<file path="config.mk">
export PLATFORM = sky130hd
export DESIGN_NAME = uart_cmd_master
export DESIGN_NICKNAME = d
export VERILOG_FILES = /design/src/rtl/uart_cmd_master.sv
export SDC_FILE = /design/constraint.sdc
export NUM_CORES = 1
export LEC_CHECK = 0
export CORE_MARGIN = 10
export CORE_UTILIZATION = 61
export CTS_BUF_LIST = sky130_fd_sc_hd__clkbuf_4 sky130_fd_sc_hd__clkbuf_8
export DETAILED_ROUTE_END_ITERATION = 7
export PLACE_DENSITY_LB_ADDON = 0.05
export SLEW_MARGIN = 20
export SYNTH_ARGS = -nofsm -noshare
export SYNTH_HDL_FRONTEND = slang
export SYNTH_SLANG_ARGS = --single-unit
</file>
<file path="constraint.sdc">
create_clock -name i_clk -period 3.71 [get_ports i_clk]
set_input_delay 0.9275 -clock i_clk [delete_from_list [all_inputs] [get_ports i_clk]]
set_output_delay 0.9275 -clock i_clk [all_outputs]
set_load 0.05 [all_outputs]
</file>
<file path="src/rtl/uart_cmd_master.sv">
// UART command master: decodes host byte frames into 32-bit native-bus reads/writes
// and streams the response bytes back through the UART bridge transmitter.
module uart_cmd_master #(
  parameter int RX_TIMEOUT  = 20000,
  parameter int MEM_TIMEOUT = 1024
) (
  input  logic        i_clk,
  input  logic        i_rstn,
  input  logic [7:0]  i_byte_rx_data,
  input  logic        i_byte_rx_valid,
  output logic [7:0]  o_byte_tx_data,
  output logic        o_byte_tx_valid,
  input  logic        i_byte_tx_busy,
  output logic        o_mem_valid,
  output logic [31:0] o_mem_addr,
  output logic [31:0] o_mem_wdata,
  output logic [3:0]  o_mem_wstrb,
  input  logic [31:0] i_mem_rdata,
  input  logic        i_mem_ready,
  output logic        o_busy,
  output logic        o_overrun
);

  localparam logic [2:0] S_IDLE = 3'd0;
  localparam logic [2:0] S_ADDR = 3'd1;
  localparam logic [2:0] S_DATA = 3'd2;
  localparam logic [2:0] S_BUS  = 3'd3;
  localparam logic [2:0] S_SEND = 3'd4;
  localparam logic [2:0] S_ERR  = 3'd5;

  localparam int RXW = $clog2(RX_TIMEOUT + 1);
  localparam int MTW = $clog2(MEM_TIMEOUT + 1);

  logic [2:0]     r_state;
  logic [7:0]     r_opcode;
  logic [1:0]     r_cnt;
  logic [31:0]    r_addr;
  logic [23:0]    r_wdata;
  logic [RXW-1:0] r_rx_timer;
  logic [MTW-1:0] r_mem_timer;
  logic [31:0]    r_reply;
  logic [2:0]     r_nreply;
  logic [1:0]     r_tx_idx;
  logic           r_tx_lag;
  logic [7:0]     r_tx_data;
  logic           r_tx_valid;
  logic           r_mem_valid;
  logic [31:0]    r_mem_addr;
  logic [31:0]    r_mem_wdata;
  logic [3:0]     r_mem_wstrb;
  logic           r_overrun;

  logic        w_accepting;
  logic        w_tx_ready;
  logic [31:0] w_addr_shift;
  logic [31:0] w_wdata_full;

  assign w_accepting  = (r_state == S_IDLE) || (r_state == S_ADDR) || (r_state == S_DATA);
  // The bridge raises busy one cycle late, so the cycle after a pulse never starts another
  assign w_tx_ready   = !r_tx_valid && !r_tx_lag && !i_byte_tx_busy;
  assign w_addr_shift = {i_byte_rx_data, r_addr[31:8]};
  assign w_wdata_full = {i_byte_rx_data, r_wdata};

  always_ff @(posedge i_clk) begin
    if (!i_rstn) begin
      r_state     <= S_IDLE;
      r_opcode    <= '0;
      r_cnt       <= '0;
      r_addr      <= '0;
      r_wdata     <= '0;
      r_rx_timer  <= '0;
      r_mem_timer <= '0;
      r_reply     <= '0;
      r_nreply    <= '0;
      r_tx_idx    <= '0;
      r_tx_lag    <= 1'b0;
      r_tx_data   <= '0;
      r_tx_valid  <= 1'b0;
      r_mem_valid <= 1'b0;
      r_mem_addr  <= '0;
      r_mem_wdata <= '0;
      r_mem_wstrb <= '0;
      r_overrun   <= 1'b0;
    end else begin
      r_tx_valid <= 1'b0;
      r_tx_lag   <= r_tx_valid;
      if (i_byte_rx_valid && !w_accepting) r_overrun <= 1'b1;

      case (r_state)
        S_IDLE: begin
          r_rx_timer <= '0;
          r_cnt      <= '0;
          if (i_byte_rx_valid) begin
            r_opcode <= i_byte_rx_data;
            r_state  <= (i_byte_rx_data == 8'h01 || i_byte_rx_data == 8'h02) ? S_ADDR : S_ERR;
          end
        end
        S_ADDR, S_DATA: begin
          if (i_byte_rx_valid) begin
            r_rx_timer <= '0;
            r_cnt      <= r_cnt + 2'd1;
            if (r_state == S_ADDR) r_addr <= w_addr_shift;
            else                   r_wdata <= w_wdata_full[31:8];
            if (r_cnt == 2'd3) begin
              if (r_state == S_ADDR && r_opcode == 8'h01) begin
                r_state <= S_DATA;
              end else begin
                r_state     <= S_BUS;
                r_mem_valid <= 1'b1;
                r_mem_timer <= '0;
                if (r_state == S_ADDR) begin
                  r_mem_addr  <= w_addr_shift & 32'hFFFF_FFFC;
                  r_mem_wdata <= '0;
                  r_mem_wstrb <= 4'h0;
                end else begin
                  r_mem_addr  <= r_addr & 32'hFFFF_FFFC;
                  r_mem_wdata <= w_wdata_full;
                  r_mem_wstrb <= 4'hF;
                end
              end
            end
          end else if (r_rx_timer == RXW'(RX_TIMEOUT - 1)) begin
            r_state <= S_IDLE;
          end else begin
            r_rx_timer <= r_rx_timer + RXW'(1);
          end
        end
        S_BUS: begin
          if (i_mem_ready) begin
            r_mem_valid <= 1'b0;
            r_state     <= S_SEND;
            r_tx_idx    <= '0;
            if (r_opcode == 8'h01) begin
              r_reply  <= 32'h0000_00A5;
              r_nreply <= 3'd1;
            end else begin
              r_reply  <= i_mem_rdata;
              r_nreply <= 3'd4;
            end
          end else if (r_mem_timer == MTW'(MEM_TIMEOUT - 1)) begin
            r_mem_valid <= 1'b0;
            r_state     <= S_ERR;
          end else begin
            r_mem_timer <= r_mem_timer + MTW'(1);
          end
        end
        S_ERR: begin
          r_reply  <= 32'h0000_00EE;
          r_nreply <= 3'd1;
          r_tx_idx <= '0;
          r_state  <= S_SEND;
        end
        S_SEND: begin
          if (w_tx_ready) begin
            r_tx_valid <= 1'b1;
            r_tx_data  <= r_reply[{r_tx_idx, 3'b000} +: 8];
            r_tx_idx   <= r_tx_idx + 2'd1;
            if ({1'b0, r_tx_idx} == r_nreply - 3'd1) r_state <= S_IDLE;
          end
        end
        default: r_state <= S_IDLE;
      endcase
    end
  end

  assign o_byte_tx_data  = r_tx_data;
  assign o_byte_tx_valid = r_tx_valid;
  assign o_mem_valid     = r_mem_valid;
  assign o_mem_addr      = r_mem_addr;
  assign o_mem_wdata     = r_mem_wdata;
  assign o_mem_wstrb     = r_mem_wstrb;
  assign o_busy          = (r_state != S_IDLE);
  assign o_overrun       = r_overrun;

endmodule
</file>
==> results_tabular.tex, run 1 <==
\begin{tabular}{lr}
\hline
Metric & Value \\
\hline
\multicolumn{2}{l}{\textbf{Run status}} \\
\quad Result of the run & finished, final reports clean \\
\multicolumn{2}{l}{\textbf{Clock tree}} \\
\quad Post-CTS Hold Fix Bufs & 0 \\
\quad CTS tree & built \\
\quad Post-CTS Setup Inserts & 0 \\
\quad Max H-tree Level & 2 \\
\quad TritonCTS Buffers & 34 \\
\quad Number of buffers on the longest clock path & 3 \\
\quad Source-to-sink clock delay at the later pin of the worst-skew pair & 510 ps \\
\quad Total clock sinks & 204 \\
\quad CTS root buffer & sky130\_fd\_sc\_hd\_\_clkbuf\_8 \\
\quad Post-CTS Resized & 0 \\
\quad Clock-pin slew on the worst setup and hold paths & 60 ps \\
\multicolumn{2}{l}{\textbf{Synthesis}} \\
\quad Portion of synthesized cell area occupied by the leading cell type & 0.476 \\
\quad Gate Count Post-Synth & 1021 \\
\quad Yosys warning total & 0 \\
\quad Post-synth ARST share & 0 \\
\quad Largest cells by area after synthesis & sky130\_fd\_sc\_hd\_\_dfxtp\_1 48\%, sky130\_fd\_sc\_hd\_\_nand2\_1 11\%, sky130\_fd\_sc\_hd\_\_a21oi\_1 7.7\%, sky130\_fd\_sc\_hd\_\_a311oi\_2 5.3\%, sky130\_fd\_sc\_hd\_\_nor2\_1 4.2\% \\
\quad Most numerous cell in the Yosys netlist & sky130\_fd\_sc\_hd\_\_nand2\_1 \\
\quad Cell type contributing the most total cell area after synthesis & sky130\_fd\_sc\_hd\_\_dfxtp\_1 \\
\quad Unique cell type count in the Yosys netlist & 72 \\
\quad Count of flip-flops with a built-in enable after synthesis & 0 \\
\quad List of most frequent post-synthesis cells & 253 x sky130\_fd\_sc\_hd\_\_nand2\_1, 204 x sky130\_fd\_sc\_hd\_\_dfxtp\_1, 132 x sky130\_fd\_sc\_hd\_\_a21oi\_1, 95 x sky130\_fd\_sc\_hd\_\_nor2\_1, 52 x sky130\_fd\_sc\_hd\_\_clkbuf\_1 \\
\quad Most frequently used flop master after synthesis & sky130\_fd\_sc\_hd\_\_dfxtp\_1 \\
\quad Cell area after synthesis & 0.00857 mm\^{}2 \\
\quad Share of synthesized area occupied by flip-flops and latches & 0.476 \\
\quad Register bit total from synthesis & 204 \\
\quad Average cell area after synthesis & 8.39 um\^{}2 \\
\multicolumn{2}{l}{\textbf{Global route}} \\
\quad Wire length of the first global-routing pass & 35300 um \\
\quad Leftover overflow at the end of global routing & 0 \\
\quad Pin count of the biggest net entering global routing & 96 \\
\quad Number of antenna violations at the first check in global routing & 0 \\
\quad All-Layer GR Usage & 0.211 \\
\quad Via count of the first global-routing pass & 7183 \\
\multicolumn{2}{l}{\textbf{Hold path}} \\
\quad Worst Hold Endpoint & r\_mem\_timer[10]\$\_SDFFE\_PN0P\_ \\
\quad Min-delay src & r\_mem\_timer[10]\$\_SDFFE\_PN0P\_ \\
\quad Number of instances on the worst hold path & 2 \\
\quad Worst hold path type & flip-flop to flip-flop \\
\multicolumn{2}{l}{\textbf{Timing}} \\
\quad Shortest period the worst path allows & 3280 ps \\
\quad Unrepaired setup endpoints after global routing & no \\
\quad Final Hold Vio Count & 0 \\
\quad Achievable Freq & 0.305 GHz \\
\quad Total setup violations reported at the end of the flow & 0 \\
\quad Max transition margin & 0.434 \\
\quad Share of the cycle needed by the critical path after routing & 0.884 \\
\quad Number of max-slew violations in the final report & 0 \\
\quad Worst-case clock skew & 11.6 ps \\
\quad Worst Tran Pin Value & 846 ps \\
\quad Total negative setup slack & 0 ps \\
\multicolumn{2}{l}{\textbf{Floorplan}} \\
\quad Die W & 139 um \\
\quad Placement row count & 43 \\
\quad Placeable Area & 0.0138 mm\^{}2 \\
\quad Total die area & 0.0192 mm\^{}2 \\
\quad Initial Util & 0.620 \\
\quad IO Pins & 125 \\
\quad Die Y-Extent & 139 um \\
\multicolumn{2}{l}{\textbf{Routing}} \\
\quad Number of vias in the routed layout & 7585 \\
\quad Count of unresolved DRC violations after routing & 0 \\
\quad Drt first pass iters & 5 \\
\quad Via density per instance & 5.71 \\
\quad Average wire per cell in the routed design & 16.2 um \\
\quad 1st-iter DRT viols & 619 \\
\quad Detailed Route WL & 21500 um \\
\quad Remaining number of nets flagged by the antenna check after routing & 0 \\
\multicolumn{2}{l}{\textbf{Finish}} \\
\quad Antenna diode count & 0 \\
\quad Final Net Count & 1172 \\
\quad Area grow syn2layout & 24.1\% \\
\quad Ratio of cells with drive above 1 in the final layout & 0.125 \\
\quad Filler Cell Count & 1030 \\
\multicolumn{2}{l}{\textbf{Critical path}} \\
\quad Reg2Reg Depth & 6 \\
\quad Slowest cell on the critical path & sky130\_fd\_sc\_hd\_\_clkdlybuf4s50\_1 \\
\quad Arrival time at the worst endpoint & 2350 ps \\
\quad Worst reg-to-reg setup slack & 1370 ps \\
\quad Critical-path maximum fanout & 15 \\
\quad Max incr delay on CP & 740 ps \\
\quad Endpoint of the lowest-slack register-to-register path & o\_mem\_wdata[20]\$\_SDFFE\_PN0P\_ \\
\quad Startpoint of the most critical register-to-register path & r\_state[2]\$\_SDFFE\_PN0P\_ \\
\quad Cell-by-cell trace of the critical path & nor3\_2 -> inv\_1 -> clkdlybuf4s50\_1 \\
\quad CP Launch Type & flip-flop \\
\quad Required time of the critical path & 2780 ps \\
\quad Kind of critical path & flip-flop to output port \\
\quad Endpoint kind of the worst setup timing path & output port \\
\multicolumn{2}{l}{\textbf{Power and ir drop}} \\
\quad Leak Pwr & 0.00347 uW \\
\quad IR drop worst, VDD & 331 uV \\
\quad Power, Total & 5350 uW \\
\quad Areal power density over the cells & 503 mW/mm\^{}2 \\
\multicolumn{2}{l}{\textbf{Placement}} \\
\quad RD Place Congestion & 0.825 \\
\quad I/O Buffers & 122 \\
\quad Placed wire-length estimate & 13900 um \\
\multicolumn{2}{l}{\textbf{Job}} \\
\quad Max Cap Violations & 0 \\
\hline
\end{tabular}
==> metal layers <==
metal  share of wire  vias up  track usage  wire [um]
met4           0.012        0       0.0572        260
met1            0.46     3588        0.278       9890
met5               0        -            0          0
met3           0.073       20       0.0616       1570
met2            0.46      219        0.328       9800
li1                -     3758            -          -
==> report_power, final <==
| group | switching (uW) | leakage, uW | internal, uW |
|---|---|---|---|
| Sequential | 60.8 | 0.00165 | 2260 |
| Combinational | 675 | 0.00144 | 296 |
| Clock | 890 | 0.000379 | 1180 |
==> registers in the layout, summed over array words and instances, names as in the netlist, 8 cells and up <==
register        cells
r_addr             30
r_mem_timer        11
o_mem_wdata        32
r_opcode            8
r_wdata            24
o_mem_addr         30
r_rx_timer         15
o_byte_tx_data      8
r_reply            32
==> worst max-delay path by stage <==
stage | startpoint | to | slack, ps | cells past startpoint
5_1_grt | r_state[1]$_SDFFE_PN0P_ | o_busy | 300 | 3
6_report | r_state[1]$_SDFFE_PN0P_ | o_busy | 430 | 3
4_1_cts | r_state[1]$_SDFFE_PN0P_ | o_busy | 410 | 3
3_5_place_dp | i_byte_rx_valid | o_mem_addr[6]$_SDFFE_PN0P_ | 570 | 7
2_1_floorplan | i_byte_tx_busy | r_state[1]$_SDFFE_PN0P_ | 1570 | 5
3_3_place_gp | i_byte_rx_valid | o_mem_wdata[16]$_SDFFE_PN0P_ | 670 | 7
==> cell usage in the layout (no fill, tap or decap), types with 3 or more instances in the layout <==
| cell | n |
|---|---|
| sky130_fd_sc_hd__nand2_1 | 253 |
| sky130_fd_sc_hd__dfxtp_1 | 204 |
| sky130_fd_sc_hd__a21oi_1 | 132 |
| sky130_fd_sc_hd__clkdlybuf4s50_1 | 122 |
| sky130_fd_sc_hd__nor2_1 | 93 |
| sky130_fd_sc_hd__nand3_1 | 44 |
| sky130_fd_sc_hd__clkbuf_8 | 41 |
| sky130_fd_sc_hd__a311oi_2 | 30 |
| sky130_fd_sc_hd__a22oi_1 | 25 |
| sky130_fd_sc_hd__buf_4 | 18 |
| sky130_fd_sc_hd__o21ai_0 | 16 |
| sky130_fd_sc_hd__nor3_1 | 10 |
| sky130_fd_sc_hd__clkbuf_4 | 10 |
| sky130_fd_sc_hd__a211oi_1 | 8 |
| sky130_fd_sc_hd__nand4_1 | 7 |
| sky130_fd_sc_hd__inv_1 | 7 |
| sky130_fd_sc_hd__and3_1 | 6 |
| sky130_fd_sc_hd__mux4_2 | 6 |
| sky130_fd_sc_hd__nor4_1 | 6 |
| sky130_fd_sc_hd__clkinv_2 | 6 |
| sky130_fd_sc_hd__xnor2_1 | 5 |
| sky130_fd_sc_hd__nor2b_1 | 5 |
| sky130_fd_sc_hd__o22ai_1 | 5 |
| sky130_fd_sc_hd__or3_1 | 4 |
| sky130_fd_sc_hd__xor2_1 | 4 |
| sky130_fd_sc_hd__buf_12 | 4 |
| sky130_fd_sc_hd__o31ai_1 | 3 |
| sky130_fd_sc_hd__o21a_1 | 3 |
| sky130_fd_sc_hd__o2111ai_1 | 3 |
| sky130_fd_sc_hd__ha_1 | 3 |
==> final cells by class <==
type	count	area [um^2]	area share
clock buffer	51	639	0.0601
clock inverter	9	75.1	0.00706
inverter	10	42.5	0.00400
multi-input combinational	730	4140	0.389
sequential	204	4080	0.384
tap	180	225	0.0212
timing repair buffer	144	1440	0.135
==> stage by stage <==
| step | instance area (um^2) | cells | hold slack [ps] | util | worst slack, ps |
|---|---|---|---|---|---|
| floorplan | 8570 | 1022 | 407 | - | 1570 |
| global placement | 9920 | 1268 | 417 | 0.717 | 668 |
| detailed placement | 9920 | 1268 | 421 | 0.717 | 568 |
| CTS | 10600 | 1328 | 432 | 0.769 | 412 |
| global route | 10600 | 1328 | 463 | 0.769 | 295 |
| finish | 10600 | 1328 | 432 | 0.769 | 432 |
==> worst max-delay path: cells and delay by family (launching register included) <==
family	cells	cell delay, ps
buffers and inverters	2	910
DFF	1	480
and+or+nand+nor	1	460
==> kinds of logic (layout without fill, tap and decap cells) <==
family,Yosys count,after routing,synth area share
AO/OA/AOI/OAI,250,250,0.206
XOR/XNOR,9,9,0.00920
adder cells (fa/ha/maj),3,3,0.00438
buffers and inverters,88,214,0.0461
flip-flops,204,204,0.476
multiplexers,10,10,0.0244
other,1,2,0.000438
AND/OR/NAND/NOR,456,456,0.233
(Power assumes the default switching activity.)
==> inputs of run 2 (changes only) <==
--- a/config.mk
+++ b/config.mk
@@ -5,9 +5,11 @@
 export SDC_FILE = /design/constraint.sdc
 export NUM_CORES = 1
 export LEC_CHECK = 0
+export ABC_AREA = 1
 export CORE_MARGIN = 10
 export CORE_UTILIZATION = 61
 export CTS_BUF_LIST = sky130_fd_sc_hd__clkbuf_4 sky130_fd_sc_hd__clkbuf_8
+export CTS_CLUSTER_DIAMETER = 80
 export DETAILED_ROUTE_END_ITERATION = 7
 export PLACE_DENSITY_LB_ADDON = 0.05
 export SLEW_MARGIN = 20
==> run 2 against run 1 <==
Net effect:
- final area shrank 0.87%
- highest routed layer unchanged
- count of clock-buffer cells in the layout grew 3
- clock skew is essentially flat
- critical path type unchanged
- non-clock buffer count shrank 7
- synthesized cell count grew 20%
- global-route usage grew 0.28 points
- critical path depth is the same
==> results_tabular.tex, run 2 <==
\begin{tabular}{lr}
\hline
Metric & Value \\
\hline
\multicolumn{2}{l}{\textbf{Run status}} \\
\quad Result of the run & finished, final reports clean (unchanged) \\
\multicolumn{2}{l}{\textbf{Synthesis}} \\
\quad Unique cell type count in the Yosys netlist & 31 (was 72) \\
\quad Share of synthesized area occupied by flip-flops and latches & 0.472 (was 0.476) \\
\quad Largest cells by area after synthesis & sky130\_fd\_sc\_hd\_\_dfxtp\_1 47\%, sky130\_fd\_sc\_hd\_\_nand2\_1 12\%, sky130\_fd\_sc\_hd\_\_a21oi\_1 9.8\%, sky130\_fd\_sc\_hd\_\_o21ai\_0 6.2\%, sky130\_fd\_sc\_hd\_\_nand3\_1 6.0\% (was sky130\_fd\_sc\_hd\_\_dfxtp\_1 48\%, sky130\_fd\_sc\_hd\_\_nand2\_1 11\%, sky130\_fd\_sc\_hd\_\_a21oi\_1 7.7\%, sky130\_fd\_sc\_hd\_\_a311oi\_2 5.3\%, sky130\_fd\_sc\_hd\_\_nor2\_1 4.2\%) \\
\quad Average cell area after synthesis & 7.08 um\^{}2 (was 8.39 um\^{}2) \\
\quad Cell area after synthesis & 0.00865 mm\^{}2 (was 0.00857 mm\^{}2) \\
\quad Most frequently used flop master after synthesis & sky130\_fd\_sc\_hd\_\_dfxtp\_1 (unchanged) \\
\quad Portion of synthesized cell area occupied by the leading cell type & 0.472 (was 0.476) \\
\quad Gate Count Post-Synth & 1221 (was 1021) \\
\quad Cell type contributing the most total cell area after synthesis & sky130\_fd\_sc\_hd\_\_dfxtp\_1 (unchanged) \\
\quad Most numerous cell in the Yosys netlist & sky130\_fd\_sc\_hd\_\_nand2\_1 (unchanged) \\
\quad Count of flip-flops with a built-in enable after synthesis & 0 (unchanged) \\
\quad Register bit total from synthesis & 204 (unchanged) \\
\quad List of most frequent post-synthesis cells & 278 x sky130\_fd\_sc\_hd\_\_nand2\_1, 204 x sky130\_fd\_sc\_hd\_\_dfxtp\_1, 169 x sky130\_fd\_sc\_hd\_\_a21oi\_1, 123 x sky130\_fd\_sc\_hd\_\_nor2\_1, 108 x sky130\_fd\_sc\_hd\_\_o21ai\_0 (was 253 x sky130\_fd\_sc\_hd\_\_nand2\_1, 204 x sky130\_fd\_sc\_hd\_\_dfxtp\_1, 132 x sky130\_fd\_sc\_hd\_\_a21oi\_1, 95 x sky130\_fd\_sc\_hd\_\_nor2\_1, 52 x sky130\_fd\_sc\_hd\_\_clkbuf\_1) \\
\quad Yosys warning total & 0 (unchanged) \\
\quad Post-synth ARST share & 0 (unchanged) \\
\multicolumn{2}{l}{\textbf{Floorplan}} \\
\quad Placeable Area & 0.0139 mm\^{}2 (was 0.0138 mm\^{}2) \\
\quad Die Y-Extent & 139 um (about the same) \\
\quad IO Pins & 125 (unchanged) \\
\quad Placement row count & 43 (unchanged) \\
\quad Die W & 139 um (about the same) \\
\quad Total die area & 0.0193 mm\^{}2 (was 0.0192 mm\^{}2) \\
\quad Initial Util & 0.623 (was 0.620) \\
\multicolumn{2}{l}{\textbf{Critical path}} \\
\quad CP Launch Type & flip-flop (unchanged) \\
\quad Required time of the critical path & 2780 ps (about the same) \\
\quad Startpoint of the most critical register-to-register path & r\_state[1]\$\_SDFFE\_PN0P\_ (was r\_state[2]\$\_SDFFE\_PN0P\_) \\
\quad Crit path from & r\_state[1]\$\_SDFFE\_PN0P\_ (unchanged) \\
\quad Worst reg-to-reg setup slack & 1370 ps (about the same) \\
\quad Endpoint of the lowest-slack register-to-register path & o\_mem\_valid\$\_SDFFE\_PN0P\_ (was o\_mem\_wdata[20]\$\_SDFFE\_PN0P\_) \\
\quad Critical-path maximum fanout & 9 (was 15) \\
\quad Crit path capture & o\_busy (unchanged) \\
\quad Max incr delay on CP & 860 ps (was 740 ps) \\
\quad Slowest cell on the critical path & sky130\_fd\_sc\_hd\_\_clkdlybuf4s50\_1 (unchanged) \\
\quad Kind of critical path & flip-flop to output port (unchanged) \\
\quad Reg2Reg Depth & 8 (was 6) \\
\quad Endpoint kind of the worst setup timing path & output port (unchanged) \\
\quad Arrival time at the worst endpoint & 2250 ps (was 2350 ps) \\
\quad Cell-by-cell trace of the critical path & inv\_1 -> nand2\_1 -> clkdlybuf4s50\_1 (was nor3\_2 -> inv\_1 -> clkdlybuf4s50\_1) \\
\multicolumn{2}{l}{\textbf{Timing}} \\
\quad Total setup violations reported at the end of the flow & 0 (unchanged) \\
\quad Shortest period the worst path allows & 3170 ps (was 3280 ps) \\
\quad Number of max-slew violations in the final report & 0 (unchanged) \\
\quad Unrepaired setup endpoints after global routing & no (unchanged) \\
\quad Worst Tran Pin Value & 874 ps (was 846 ps) \\
\quad Total negative setup slack & 0 ps (unchanged) \\
\quad Share of the cycle needed by the critical path after routing & 0.856 (was 0.884) \\
\quad Worst-case clock skew & 11.9 ps (was 11.6 ps) \\
\quad Final Hold Vio Count & 0 (unchanged) \\
\quad Achievable Freq & 0.315 GHz (was 0.305 GHz) \\
\quad Max transition margin & 0.416 (was 0.434) \\
\multicolumn{2}{l}{\textbf{Clock tree}} \\
\quad Post-CTS Hold Fix Bufs & 0 (unchanged) \\
\quad Max H-tree Level & 2 (unchanged) \\
\quad CTS tree & built (unchanged) \\
\quad CTS root buffer & sky130\_fd\_sc\_hd\_\_clkbuf\_8 (unchanged) \\
\quad TritonCTS Buffers & 34 (unchanged) \\
\quad Clock-pin slew on the worst setup and hold paths & 60 ps (about the same) \\
\quad Post-CTS Setup Inserts & 0 (unchanged) \\
\quad Total clock sinks & 204 (unchanged) \\
\quad Source-to-sink clock delay at the later pin of the worst-skew pair & 500 ps (was 510 ps) \\
\quad Post-CTS Resized & 0 (unchanged) \\
\quad Number of buffers on the longest clock path & 3 (unchanged) \\
\multicolumn{2}{l}{\textbf{Finish}} \\
\quad Leading cell types in the layout, fill and taps excluded & 278 x sky130\_fd\_sc\_hd\_\_nand2\_1, 204 x sky130\_fd\_sc\_hd\_\_dfxtp\_1, 169 x sky130\_fd\_sc\_hd\_\_a21oi\_1 (was 253 x sky130\_fd\_sc\_hd\_\_nand2\_1, 204 x sky130\_fd\_sc\_hd\_\_dfxtp\_1, 132 x sky130\_fd\_sc\_hd\_\_a21oi\_1) \\
\quad Filler Cell Count & 1101 (was 1030) \\
\quad Final Net Count & 1365 (was 1172) \\
\quad Ratio of cells with drive above 1 in the final layout & 0.0666 (was 0.125) \\
\quad Finished Layout Cells & 1518 (was 1328) \\
\quad Most common cell after layout, fill and taps aside & sky130\_fd\_sc\_hd\_\_nand2\_1 (unchanged) \\
\quad Area grow syn2layout & 21.9\% (was 24.1\%) \\
\multicolumn{2}{l}{\textbf{Placement}} \\
\quad RD Place Congestion & 0.834 (was 0.825) \\
\quad Placed wire-length estimate & 14400 um (was 13900 um) \\
\quad Post-placement cell count & 1461 (was 1268) \\
\quad I/O Buffers & 122 (unchanged) \\
\multicolumn{2}{l}{\textbf{Power and ir drop}} \\
\quad Areal power density over the cells & 595 mW/mm\^{}2 (was 503 mW/mm\^{}2) \\
\quad Net Switching & 2200 uW (was 1630 uW) \\
\quad Clock group share of total power & 0.316 (was 0.386) \\
\quad Leak Pwr & 0.00377 uW (was 0.00347 uW) \\
\quad IR drop worst, VDD & 418 uV (was 331 uV) \\
\quad Sequential power share & 0.417 (was 0.433) \\
\quad Pint & 4070 uW (was 3730 uW) \\
\quad Switching share of total power & 0.351 (was 0.304) \\
\quad Gate power share & 0.266 (was 0.181) \\
\multicolumn{2}{l}{\textbf{Routing}} \\
\quad Number of vias in the routed layout & 8276 (was 7585) \\
\quad Drt first pass iters & 5 (unchanged) \\
\quad Detailed Route WL & 22100 um (was 21500 um) \\
\quad 1st-iter DRT viols & 614 (was 619) \\
\quad Average wire per cell in the routed design & 14.5 um (was 16.2 um) \\
\quad Remaining number of nets flagged by the antenna check after routing & 0 (unchanged) \\
\quad Via density per instance & 5.45 (was 5.71) \\
\quad Count of unresolved DRC violations after routing & 0 (unchanged) \\
\multicolumn{2}{l}{\textbf{Global route}} \\
\quad Via count of the first global-routing pass & 7500 (was 7183) \\
\quad Wire length of the first global-routing pass & 36000 um (was 35300 um) \\
\quad Pin count of the biggest net entering global routing & 73 (was 96) \\
\quad Number of antenna violations at the first check in global routing & 1 (was 0) \\
\quad All-Layer GR Usage & 0.214 (was 0.211) \\
\quad Leftover overflow at the end of global routing & 0 (unchanged) \\
\multicolumn{2}{l}{\textbf{Hold path}} \\
\quad Worst hold path type & flip-flop to flip-flop (unchanged) \\
\quad Number of instances on the worst hold path & 2 (unchanged) \\
\multicolumn{2}{l}{\textbf{Job}} \\
\quad Max Cap Violations & 0 (unchanged) \\
\hline
\end{tabular}
[run 2: final cells by class]
class                           count  area, um^2  area share
Multi-Input combinational cell    842        3850       0.365
Inverter                           98         372      0.0352
Tap cell                          180         225      0.0214
Timing Repair Buffer              137        1330       0.126
Clock inverter                      2        12.5     0.00119
Antenna cell                        1        2.50    0.000237
Clock buffer                       54         668      0.0634
Sequential cell                   204        4080       0.387
[run 2: worst min path at each step]
stage / slack (ps) / from / endpoint
global route: 480 / r_opcode[6]$_SDFFE_PN0P_ / r_opcode[6]$_SDFFE_PN0P_
detailed placement: 440 / r_wdata[2]$_SDFFE_PN0P_ / r_wdata[2]$_SDFFE_PN0P_
floorplan: 420 / r_wdata[0]$_SDFFE_PN0P_ / r_wdata[0]$_SDFFE_PN0P_
CTS: 450 / r_wdata[2]$_SDFFE_PN0P_ / r_wdata[2]$_SDFFE_PN0P_
finish: 450 / r_wdata[2]$_SDFFE_PN0P_ / r_wdata[2]$_SDFFE_PN0P_
global placement: 430 / r_wdata[1]$_SDFFE_PN0P_ / r_wdata[1]$_SDFFE_PN0P_
[run 2: logic make-up (layout without fill, tap and decap cells)]
kind of cell             Yosys count  after routing  share of synthesized area
AND/OR/NAND/NOR                  532            532                      0.256
AO/OA/AOI/OAI                    304            304                      0.182
flip-flops                       204            204                      0.472
buffers and inverters            176            291                     0.0832
adder cells (fa/ha/maj)            3              3                    0.00434
other                              1              3                   0.000434
XOR/XNOR                           1              1                    0.00101
[run 2: critical path: cells and delay by family (launching register included)]
family / cells / cell delay [ps]
simple gates: 1 / 230
flops: 1 / 550
buf+inv: 2 / 960
[run 2: through the flow]
step           worst slack [ps]   util  total power, uW  hold slack [ps]  area (um^2)
6_report                    536  0.760             6270              450        10500
5_1_grt                     423  0.760             6650              475        10500
4_1_cts                     534  0.760             6290              448        10500
3_5_place_dp                697  0.710             4300              439         9860
3_3_place_gp                770  0.710             4270              434         9860
2_1_floorplan              1620      -             3880              424         8650
[run 2: power by group through the flow]
stage	Sequential, uW	Clock [uW]	Combinational, uW
final	2620	1980	1670
after global routing	2650	2100	1900
after CTS	2610	2010	1660
after detailed placement	2660	0	1640
after global placement	2650	0	1620
after floorplan	2660	0	1220
[run 2: routing by layer]
| metal | share of wire | track usage |
|---|---|---|
| met2 | 0.47 | 0.353 |
| met5 | 0 | 0 |
| met4 | 0.033 | 0.0851 |
| met1 | 0.44 | 0.266 |
| met3 | 0.057 | 0.0438 |
